`src/rtl/cdb_wb_arbiter.sv`:
```
// cdb_wb_arbiter
//   Writeback arbiter between the execution lanes and the Common Data Bus.
//   Each lane pushes completed results into a small FIFO. A round-robin scan
//   that starts at rr_ptr drains up to NUM_CDB_PORTS FIFO heads per cycle.
//
// Ports
//   clk, rst        core clock, synchronous active-high reset
//   flush           drops every buffered result and rewinds rr_ptr
//   lane_v/robid/data/rd   per-lane result push (flat, lane i at slice i)
//   lane_full       per-lane buffer-full flag (registered) for issue backpressure
//   cdb_v/robid/data/rd/lane   per-port broadcast (flat, port k at slice k)
//   ovf_err         sticky: a push arrived while its lane was full

// Per-lane result FIFO. full is a flop loaded with the post-edge occupancy,
// so it never anticipates a pop happening in the current cycle.
module cdb_wb_lane_buf #(
   parameter int DEPTH = 2,
   parameter int EW    = 43
) (
   input  logic          clk,
   input  logic          rst,
   input  logic          flush,
   input  logic          push,
   input  logic [EW-1:0] push_entry,
   input  logic          pop,
   output logic [EW-1:0] head,
   output logic          nonempty,
   output logic          full
);
   localparam int PW = $clog2(DEPTH);
   localparam int CW = PW + 1;

   logic [EW-1:0] mem [DEPTH];
   logic [PW-1:0] rd_ptr, wr_ptr;
   logic [CW-1:0] count, count_nxt;
   logic          push_ok, pop_ok;

   assign nonempty = (count != '0);
   assign head     = mem[rd_ptr];
   assign push_ok  = push & ~full & ~flush & ~rst;
   assign pop_ok   = pop & nonempty & ~flush & ~rst;

   always_comb begin
      count_nxt = count;
      if (push_ok && !pop_ok)
         count_nxt = count + 1'b1;
      else if (!push_ok && pop_ok)
         count_nxt = count - 1'b1;
   end

   always_ff @(posedge clk) begin
      if (rst || flush) begin
         rd_ptr <= '0;
         wr_ptr <= '0;
         count  <= '0;
         full   <= 1'b0;
      end else begin
         if (push_ok) wr_ptr <= wr_ptr + 1'b1;
         if (pop_ok)  rd_ptr <= rd_ptr + 1'b1;
         count <= count_nxt;
         full  <= (count_nxt == CW'(DEPTH));
      end
   end

   // Storage is not reset; stale contents are masked by cdb_v at the top.
   always_ff @(posedge clk) begin
      if (push_ok) mem[wr_ptr] <= push_entry;
   end
endmodule

module cdb_wb_arbiter #(
   parameter int NUM_LANES      = 4,
   parameter int NUM_CDB_PORTS  = 2,
   parameter int LANE_BUF_DEPTH = 2,
   parameter int ROB_SIZE_CLOG  = 6,
   parameter int DATA_LEN       = 32,
   localparam int LW = (NUM_LANES > 1) ? $clog2(NUM_LANES) : 1
) (
   input  logic                                clk,
   input  logic                                rst,
   input  logic                                flush,
   input  logic [NUM_LANES-1:0]                lane_v,
   input  logic [NUM_LANES*ROB_SIZE_CLOG-1:0]  lane_robid,
   input  logic [NUM_LANES*DATA_LEN-1:0]       lane_data,
   input  logic [NUM_LANES*5-1:0]              lane_rd,
   output logic [NUM_LANES-1:0]                lane_full,
   output logic [NUM_CDB_PORTS-1:0]            cdb_v,
   output logic [NUM_CDB_PORTS*ROB_SIZE_CLOG-1:0] cdb_robid,
   output logic [NUM_CDB_PORTS*DATA_LEN-1:0]   cdb_data,
   output logic [NUM_CDB_PORTS*5-1:0]          cdb_rd,
   output logic [NUM_CDB_PORTS*LW-1:0]         cdb_lane,
   output logic                                ovf_err
);
   localparam int RW = ROB_SIZE_CLOG;
   localparam int EW = RW + DATA_LEN + 5;

   logic [EW-1:0]            head [NUM_LANES];
   logic [NUM_LANES-1:0]     nonempty, grant;
   logic [LW-1:0]            rr_ptr, rr_nxt, last_lane, lane;
   logic [NUM_CDB_PORTS-1:0] port_v;
   logic [LW-1:0]            port_lane [NUM_CDB_PORTS];
   int                       scan, n_found, nxt_i;

   for (genvar i = 0; i < NUM_LANES; i++) begin : g_lane
      cdb_wb_lane_buf #(
         .DEPTH (LANE_BUF_DEPTH),
         .EW    (EW)
      ) u_buf (
         .clk        (clk),
         .rst        (rst),
         .flush      (flush),
         .push       (lane_v[i]),
         .push_entry ({lane_robid[i*RW +: RW], lane_data[i*DATA_LEN +: DATA_LEN],
                       lane_rd[i*5 +: 5]}),
         .pop        (grant[i]),
         .head       (head[i]),
         .nonempty   (nonempty[i]),
         .full       (lane_full[i])
      );
   end

   // Round-robin scan: walk lanes from rr_ptr upward with wrap; the k-th
   // non-empty lane met is granted port k.
   always_comb begin
      grant     = '0;
      port_v    = '0;
      last_lane = '0;
      lane      = '0;
      scan      = 0;
      n_found   = 0;
      for (int k = 0; k < NUM_CDB_PORTS; k++) port_lane[k] = '0;
      for (int j = 0; j < NUM_LANES; j++) begin
         scan = int'(rr_ptr) + j;
         if (scan >= NUM_LANES) scan = scan - NUM_LANES;
         lane = LW'(scan);
         if (nonempty[lane] && n_found < NUM_CDB_PORTS) begin
            grant[lane] = 1'b1;
            for (int k = 0; k < NUM_CDB_PORTS; k++) begin
               if (k == n_found) begin
                  port_v[k]    = 1'b1;
                  port_lane[k] = lane;
               end
            end
            last_lane = lane;
            n_found   = n_found + 1;
         end
      end
   end

   always_comb begin
      nxt_i = int'(last_lane) + 1;
      if (nxt_i >= NUM_LANES) nxt_i = 0;
      rr_nxt = LW'(nxt_i);
   end

   always_ff @(posedge clk) begin
      if (rst) begin
         rr_ptr  <= '0;
         ovf_err <= 1'b0;
      end else if (flush) begin
         rr_ptr <= '0;
      end else begin
         if (|grant) rr_ptr <= rr_nxt;
         if (|(lane_v & lane_full)) ovf_err <= 1'b1;
      end
   end

   // Buffers ignore pops under flush/rst, so the broadcast is masked too;
   // otherwise a head would be shown without being consumed.
   for (genvar k = 0; k < NUM_CDB_PORTS; k++) begin : g_port
      logic [EW-1:0] sel;
      assign sel      = head[port_lane[k]];
      assign cdb_v[k] = port_v[k] & ~flush & ~rst;
      assign cdb_robid[k*RW +: RW]             = cdb_v[k] ? sel[EW-1 -: RW] : '0;
      assign cdb_data[k*DATA_LEN +: DATA_LEN]  = cdb_v[k] ? sel[5 +: DATA_LEN] : '0;
      assign cdb_rd[k*5 +: 5]                  = cdb_v[k] ? sel[4:0] : '0;
      assign cdb_lane[k*LW +: LW]              = cdb_v[k] ? port_lane[k] : '0;
   end
endmodule

```
`config.mk`:
```
export PLATFORM = sky130hd
export DESIGN_NAME = cdb_wb_arbiter
export DESIGN_NICKNAME = d
export VERILOG_FILES = /design/src/rtl/cdb_wb_arbiter.sv
export SDC_FILE = /design/constraint.sdc
export NUM_CORES = 1
export LEC_CHECK = 0
export ABC_CLOCK_PERIOD_IN_PS = 5200
export CORE_ASPECT_RATIO = 0.6
export CORE_UTILIZATION = 25
export DETAILED_ROUTE_END_ITERATION = 8
export GPL_TIMING_DRIVEN = 1
export PLACE_DENSITY = 0.51
export SLEW_MARGIN = 20
export SYNTH_ARGS = -nofsm -noshare
export SYNTH_HDL_FRONTEND = slang
export SYNTH_HIERARCHICAL = 1
export SYNTH_SLANG_ARGS = --single-unit
```
`constraint.sdc`:
```
create_clock -name clk -period 5.2 [get_ports clk]
set_input_delay 1.04 -clock clk [delete_from_list [all_inputs] [get_ports clk]]
set_output_delay 1.04 -clock clk [all_outputs]
set_load 0.005 [all_outputs]
```
Word-level counts from Yosys, hierarchy flattened
Memory sizes are Yosys's and may differ from the RTL's. A register that Yosys moved wholly into a read port is not among the register bits.
Cells that the tools add are included.
- logic and storage cells: 237
- RAM bits: 344
- register bits: 23
- bits of input ports: 179
- output and inout bits: 97
- memories kept: 4
- bitwise gates (word level): 40
- magnitude comparators: 18
- add/subtract/negate cells: 26
- muxes and demuxes: 89
- equal/unequal tests: 7
- reduce and logical (&&, ||, !) cells: 35
- memories (memory ; depth ; bits a word ; read ports ; clocked after Yosys merged registers in ; write ports ; RTL line ; RTL):
    g_lane[0].u_buf.mem ; 2 ; 43 ; 1 ; 1 ; 1 ; 33 ; logic [EW-1:0] mem [DEPTH];
    g_lane[1].u_buf.mem ; 2 ; 43 ; 1 ; 1 ; 1 ; 33 ;
    g_lane[2].u_buf.mem ; 2 ; 43 ; 1 ; 1 ; 1 ; 33 ;
    g_lane[3].u_buf.mem ; 2 ; 43 ; 1 ; 1 ; 1 ; 33 ;
- operators with widths (kind ; count):
    43-bit binary-select mux with 2-bit select ; 2
    43-bit 2-to-1 mux ; 4
    32-bit 2-to-1 mux ; 4
    2-bit by 32-bit equality test with 1-bit output, first input constant ; 3
    32-bit zero test ; 3
    32-bit by 3-bit less-than comparator with 1-bit output, second input constant ; 3
    32-bit by 2-bit adder with 32-bit output, second input constant ; 2
    2-bit 2-to-1 mux ; 28
    1-bit 2-to-1 mux ; 32
    1-bit AND ; 28
    4-bit 2-to-1 mux ; 7
    3-bit >= comparator, second input constant ; 6
    2-bit by 1-bit subtractor with 2-bit output, second input constant ; 8
    1-bit logical AND ; 15
    2-bit by 3-bit less-than comparator with 1-bit output, second input constant ; 4
    6-bit 2-to-1 mux ; 2
    4-bit bitwise OR ; 3
    5-bit 2-to-1 mux ; 2
    1-bit adder, second input constant ; 8
    2-bit by 1-bit adder with 2-bit output, second input constant ; 4
    1-bit binary-select mux with 2-bit select ; 4
    1-bit demux with 2-bit select ; 4
    2-bit equality test, second input constant ; 4
    2-bit by 1-bit >= comparator with 1-bit output, second input constant ; 4
    other kinds (12) ; 31

Longest topological paths before layout
- depth in word-level cells: 21
- mapped depth: 20
- depth with buffers taken out: 13

Cells and area by module
Netlist, hierarchy kept.
- modules (own cells, without submodules) (module ; seq. area each (µm²) ; area each (µm²) ; instances ; cells each):
    cdb_wb_lane_buf ; 2702.6 ; 3423.3 ; 4 ; 172
    cdb_wb_arbiter ; 60.1 ; 7195.7 ; 1 ; 1080

Least setup slack after synthesis
OpenSTA, ideal clock, no wires.
- kind: flip-flop to output port
- start point: reg rr_ptr[0]
- end point: out cdb_data[38]
- arrival time: 4441 ps
- data required time: 4160 ps
- path slack: -281 ps
- path buffers: 8
- cell stages (with the launch flop): 20
- path through: dfxtp_1 > buf_6 > clkinv_1 > clkbuf_1 > clkbuf_1 > ha_1 > buf_2 > mux4_2 > buf_4 > ha_1 > or2_1 > buf_2 > o22ai_4 > nand3b_1 > a21boi_2 > mux2i_2 > buf_4 > buf_4 > mux2i_1 > o22ai_1
- longest elaborated chain between the ends: 19
- elaborated cells on any way between the ends: 56
- those cells by class: 9 x add/sub; 7 x order compare; 3 x eq/ne; 31 x mux; 3 x bitwise; 3 x reduce/logical
- RTL lines (what ; RTL line ; RTL):
    start: declaration ; 99 ; logic [LW-1:0] rr_ptr, rr_nxt, last_lane, lane;
    start signal: assignment ; 163 ; if (|grant) rr_ptr <= rr_nxt;
    2-bit by 3-bit >= comparator with 1-bit output or 2-bit by 1-bit subtractor with 2-bit output (tied branches) ; 134 ; if (scan >= NUM_LANES) scan = scan - NUM_LANES;
    2-bit 2-to-1 mux ; 134 ;
    1-bit binary-select mux with 2-bit select ; 136 ; if (nonempty[lane] && n_found < NUM_CDB_PORTS) begin
    1-bit 2-to-1 mux (implied by the code) ; 136 ;
    1-bit 2-to-1 mux ; 136 ;
    32-bit by 3-bit less-than comparator with 1-bit output ; 136 ;
    1-bit logical AND ; 136 ;
    32-bit 2-to-1 mux ; 136 ;
    [2 not listed] ; n/a ;
    32-bit 2-to-1 mux ; 136 ;
    32-bit by 3-bit less-than comparator with 1-bit output or 2-bit by 32-bit equality test with 1-bit output (tied branches) ; 136, 139 ;
    1-bit logical AND or 2-bit 2-to-1 mux (tied branches) ; 136, 139 ;
    4-bit 2-to-1 mux ; 136 ;
    2-bit NOT with 3-bit output (implied by the code) ; 172 ; assign sel = head[port_lane[k]];
    43-bit binary-select mux with 2-bit select ; 172 ;
    43-bit 2-to-1 mux (implied by the code) (2 in series) ; 172 ;
    32-bit 2-to-1 mux * ; 175 ; assign cdb_data[k*DATA_LEN +: DATA_LEN] = cdb_v[k] ? sel[5 +: DATA_LEN] : '0;
    end: declaration ; 89 ; output logic [NUM_CDB_PORTS*DATA_LEN-1:0] cdb_data,
Mark *: on every way between the ends. The rest lies on a longest branch, timed or not. The select of a mux whose other input is x is not followed.

Worst setup path in the final report
- start point: reg g_lane[1].u_buf.count[0]
- end point: out cdb_data[49]
- longest elaborated chain between the ends: 18
- elaborated cells on any way between the ends: 42
- those cells by class: 2 x add/sub; 3 x order compare; 3 x eq/ne; 27 x mux; 3 x bitwise; 4 x reduce/logical
- RTL lines (what ; RTL line ; RTL):
    start: declaration ; 35 ; logic [CW-1:0] count, count_nxt;
    start signal: assignment ; 60 ; count <= count_nxt;
    2-bit nonzero test * ; 38 ; assign nonempty = (count != '0);
    via nonempty[1] ; 98 ; logic [NUM_LANES-1:0] nonempty, grant;
    1-bit binary-select mux with 2-bit select ; 136 ;
    1-bit 2-to-1 mux (implied by the code) ; 136 ;
    1-bit 2-to-1 mux ; 136 ;
    32-bit by 3-bit less-than comparator with 1-bit output ; 136 ;
    1-bit logical AND ; 136 ;
    32-bit 2-to-1 mux ; 136 ;
    [2 not listed] ; n/a ;
    32-bit 2-to-1 mux ; 136 ;
    32-bit by 3-bit less-than comparator with 1-bit output or 2-bit by 32-bit equality test with 1-bit output (tied branches) ; 136, 139 ;
    1-bit logical AND or 2-bit 2-to-1 mux (tied branches) ; 136, 139 ;
    4-bit 2-to-1 mux ; 136 ;
    2-bit NOT with 3-bit output (implied by the code) ; 172 ;
    43-bit binary-select mux with 2-bit select ; 172 ;
    43-bit 2-to-1 mux (implied by the code) (2 in series) ; 172 ;
    32-bit 2-to-1 mux * ; 175 ;
Mark *: on every way through the listed nets, which the timed path passes. The rest lies on a longest branch. The select of a mux whose other input is x is not followed.

==> metrics list <==
- The run finished, with violations left.
* Violations in the final reports: setup timing
- Worst supply voltage drop on vdd: 0.000316 V
- The critical path in this run is classified as reg -> out.
* Via density per instance: 5.44
* Max Root-Sink Buffers: 3
- Most used flip-flop cell after synthesis: edfxtp_1
- At the end of routability-driven placement, the weighted congestion stood at 0.931.
- The design draws 14.3 mW.
- Required time of the critical path: 4160 ps
* Most common library cell in the layout ignoring fill and taps: edfxtp_1
- Pin count of the biggest net entering global routing: 95
- Initial core utilization: 25.4%
* Area contributors post-synth: edfxtp_1 (49%), mux2_2 (9.5%), mux2i_1 (6.4%)
* Number of I/O port buffers: 275
- Remaining number of nets flagged by the antenna check after routing: 0
* Nets: 2,329
- The number of different library cells used by synthesis comes to 62.
* Floorplan Core Area: 82,100 um2
* Library cell with the largest summed area after synthesis: edfxtp_1
- Wire length reported by the detailed router: 89,200 um
- The die covers 84,800 um2.
- FMAX: 187 MHz
* Total power density per cell area: 481 nW/um2
- Worst Max-Slew Pin Slew: 1050 ps
- Clock tree from TritonCTS: done
- The share of the Yosys chip area taken by registers is 52.0%.
- The floorplan step set the die width to 375 um.
- Synthesized instance count: 1,768
- The critical path goes through inv_4 > ha_4 > inv_4 > mux4_2 > ha_4 > or2_4 > o22ai_4 > nand3b_1 > a21boi_2 > buf_6 > mux2i_4 > buf_6 > buf_12 > buf_6 > mux2i_4 > o22ai_1 > buf_4 > buf_6.
- The smallest clock period supported by the final layout is computed as 5360 ps.
- After synthesis the netlist holds a flip-flop and latch count of 371.
- Hold Vio Cnt, Final: 0
- Post-synth EDFFs: 344
- Insertion delay to the later sink of the worst-skew pair: 570 ps
- Pre-CTS setup slack: -63.0 ps
- First-pass GRT wire length: 121,000 um
- The first routing iteration left 2,233 violations.
- Synth Net Count: 1,965
- Post-synthesis instance area: 20,900 um2
* Arrival time of the worst setup path: 4320 ps
- Commonest cells after routing, fill and taps aside: edfxtp_1 (344), o21ai_0 (200), clkdlybuf4s50_1 (188), mux2_2 (176), nor3_1 (158)
- The slowest stage of the critical path belongs to the cell mux4_2.
- The worst setup path is launched from a flop.
- Fraction of layout instances using a drive strength above 1: 34.4%
* Detailed-routing iteration count for the pre-antenna-repair pass: 6
* Clock H-tree levels: 2
* Unrepaired setup endpoints after global routing: yes
* Total via count after detailed routing: 17,700
* Inserted Clock Buffers: 41
- Period Utilization, post-route: 103%
- After global routing the overflow that remains totals 0.
* FF-to-FF setup slack: 1090 ps
* Average routed wire per standard cell: 27.5 um
* Site Rows: 81
- Least setup slack across all paths after layout: -156 ps
- Global routing consumed, over all layers together, 19.7% of the routing resources.
- Compared with the post-synthesis result, the final layout area differs by 42.0%.
- Root buf cell: clkbuf_16
- Top-Level Pins: 276
- The layout has 7,963 filler cells.
* Synth Area per Inst: 11.8 um2
* Register clock-pin slew on the reported worst setup and hold paths: 70 ps
- The number of global-route vias before repair came to 16,500.
- Die Span Y: 226 um
- In this run the static leakage power is 9.63 nW.
- Final setup violating endpoints: 29
- For this run, the slowest stage of the critical path takes 510 ps.
- The worst setup path is captured at a primary output.
- CTS sink count: 371
- Summed over all failing endpoints, the final setup total negative slack is -1860 ps.
- Pins Over Slew Limit: 0
* Normalized max-slew margin: 30.0%
- Max_cap viols: 0
- Yosys top cell area share: 49.5%
- Antenna violations before repair: 20
- DP Wirelength: 58,300 um
- Residual DRC: 0
- Hold crit path type: reg -> reg
* CP most frequent cell: buf_6
* Crit path max fanout: 7
- Async set-or-reset flop fraction in the synthesized netlist: 0%
- Clock tree skew after final layout: 39.4 ps
* Yosys warns: 6
==> final cells by class <==
type	instances	area, um2	share of cell area [%]
clock buffer	53	1110	3.75
tap	1079	1350	4.55
multi-input combinational	1203	10700	36.2
timing repair buffer	486	5200	17.5
inverter	29	120	0.405
clock inverter	21	238	0.801
antenna	8	20.0	0.0675
sequential	371	10900	36.7
==> cells in the mapped netlist, types with 5 or more instances <==
library cell and count:
o32ai_2 17, or4_1 5, nand3_1 7, a211oi_1 47, edfxtp_1 344, o22a_1 86, mux2_2 176, o32ai_1 26
o22ai_1 43, or2_1 5, xnor2_1 8, mux2i_1 133, buf_6 6, a22oi_1 5, inv_1 27, nand2b_1 7
nor3_1 185, buf_4 14, nand2_1 10, a21oi_1 10, nor2b_1 10, buf_2 48, dfxtp_1 27, and2_1 45
ha_1 18, nor2_1 73, o211ai_1 5, o21ai_0 221, clkbuf_1 98
==> worst paths after layout <==
kind,from,end,depth (start not counted)
min,ovf_err,ovf_err,2
max,g_lane[1].u_buf/count[0],cdb_data[49],18
min reg2reg,ovf_err,ovf_err,2
max reg2reg,g_lane[1].u_buf/count[0],g_lane[1].u_buf/count[1],13
==> registers in the layout (all words and copies together), names as in the netlist, named ones only <==
register and cells:
g_lane.u_buf/mem 344, g_lane.u_buf/count 8, g_lane.u_buf/full 4, g_lane.u_buf/rd_ptr 4, g_lane.u_buf/wr_ptr 4, rr_ptr 2
ovf_err 1
==> what timing repair did <==
item / CTS / global route
pin swaps: 39 / 60
hold buffers: 0 / 0
endpoints found under the setup margin: 89 / 88
resized for setup: 471 / 249
buffers inserted: 73 / 45
gates cloned: 21 / 13
==> worst max-delay path: cells and delay by family (launching register included) <==
kind                     cells  cell delay, ps
AO/OA/AOI/OAI                3             560
adder cells (fa/ha/maj)      2             360
buffers and inverters        8             930
flip-flops                   1             360
multiplexers                 3            1120
AND/OR/NAND/NOR              2             390
==> where the power goes <==
part	internal (mW)	leakage (nW)	total (mW)	switching, mW
clock network	1.76	0.661	2.98	1.21
logic	3.55	5.62	7.91	4.36
registers	3.34	3.35	3.37	0.0369
==> through the flow <==
step                      util, %  hold WS, ps  area, um2  instances
after floorplan                 -          464      20900       1768
after global placement       30.6          475      25100       3036
after detailed placement     30.6          481      25100       3038
after CTS                    35.0          495      28700       3202
after global routing         36.1          525      29600       3242
final                        36.1          498      29700       3250
==> metal layers <==
metal  share of wire, %  track usage (%)  vias up  wire length, um
met5               0.17                0        -              156
met4                1.9             3.81       24             1670
met3                 11             5.86      138             9960
met2                 39             25.9      982            34400
met1                 48             31.0     8843            43000
li1                   -                -     7690                -
==> cell families after synthesis <==
logic type      synth area share, %
buf+inv                        4.26
flops                          52.0
xor+xnor                      0.767
mux                            16.5
simple gates                   8.78
compound gates                 16.4
fa+ha+maj                      1.27
No activity file was read; power rests on OpenSTA's default activity.
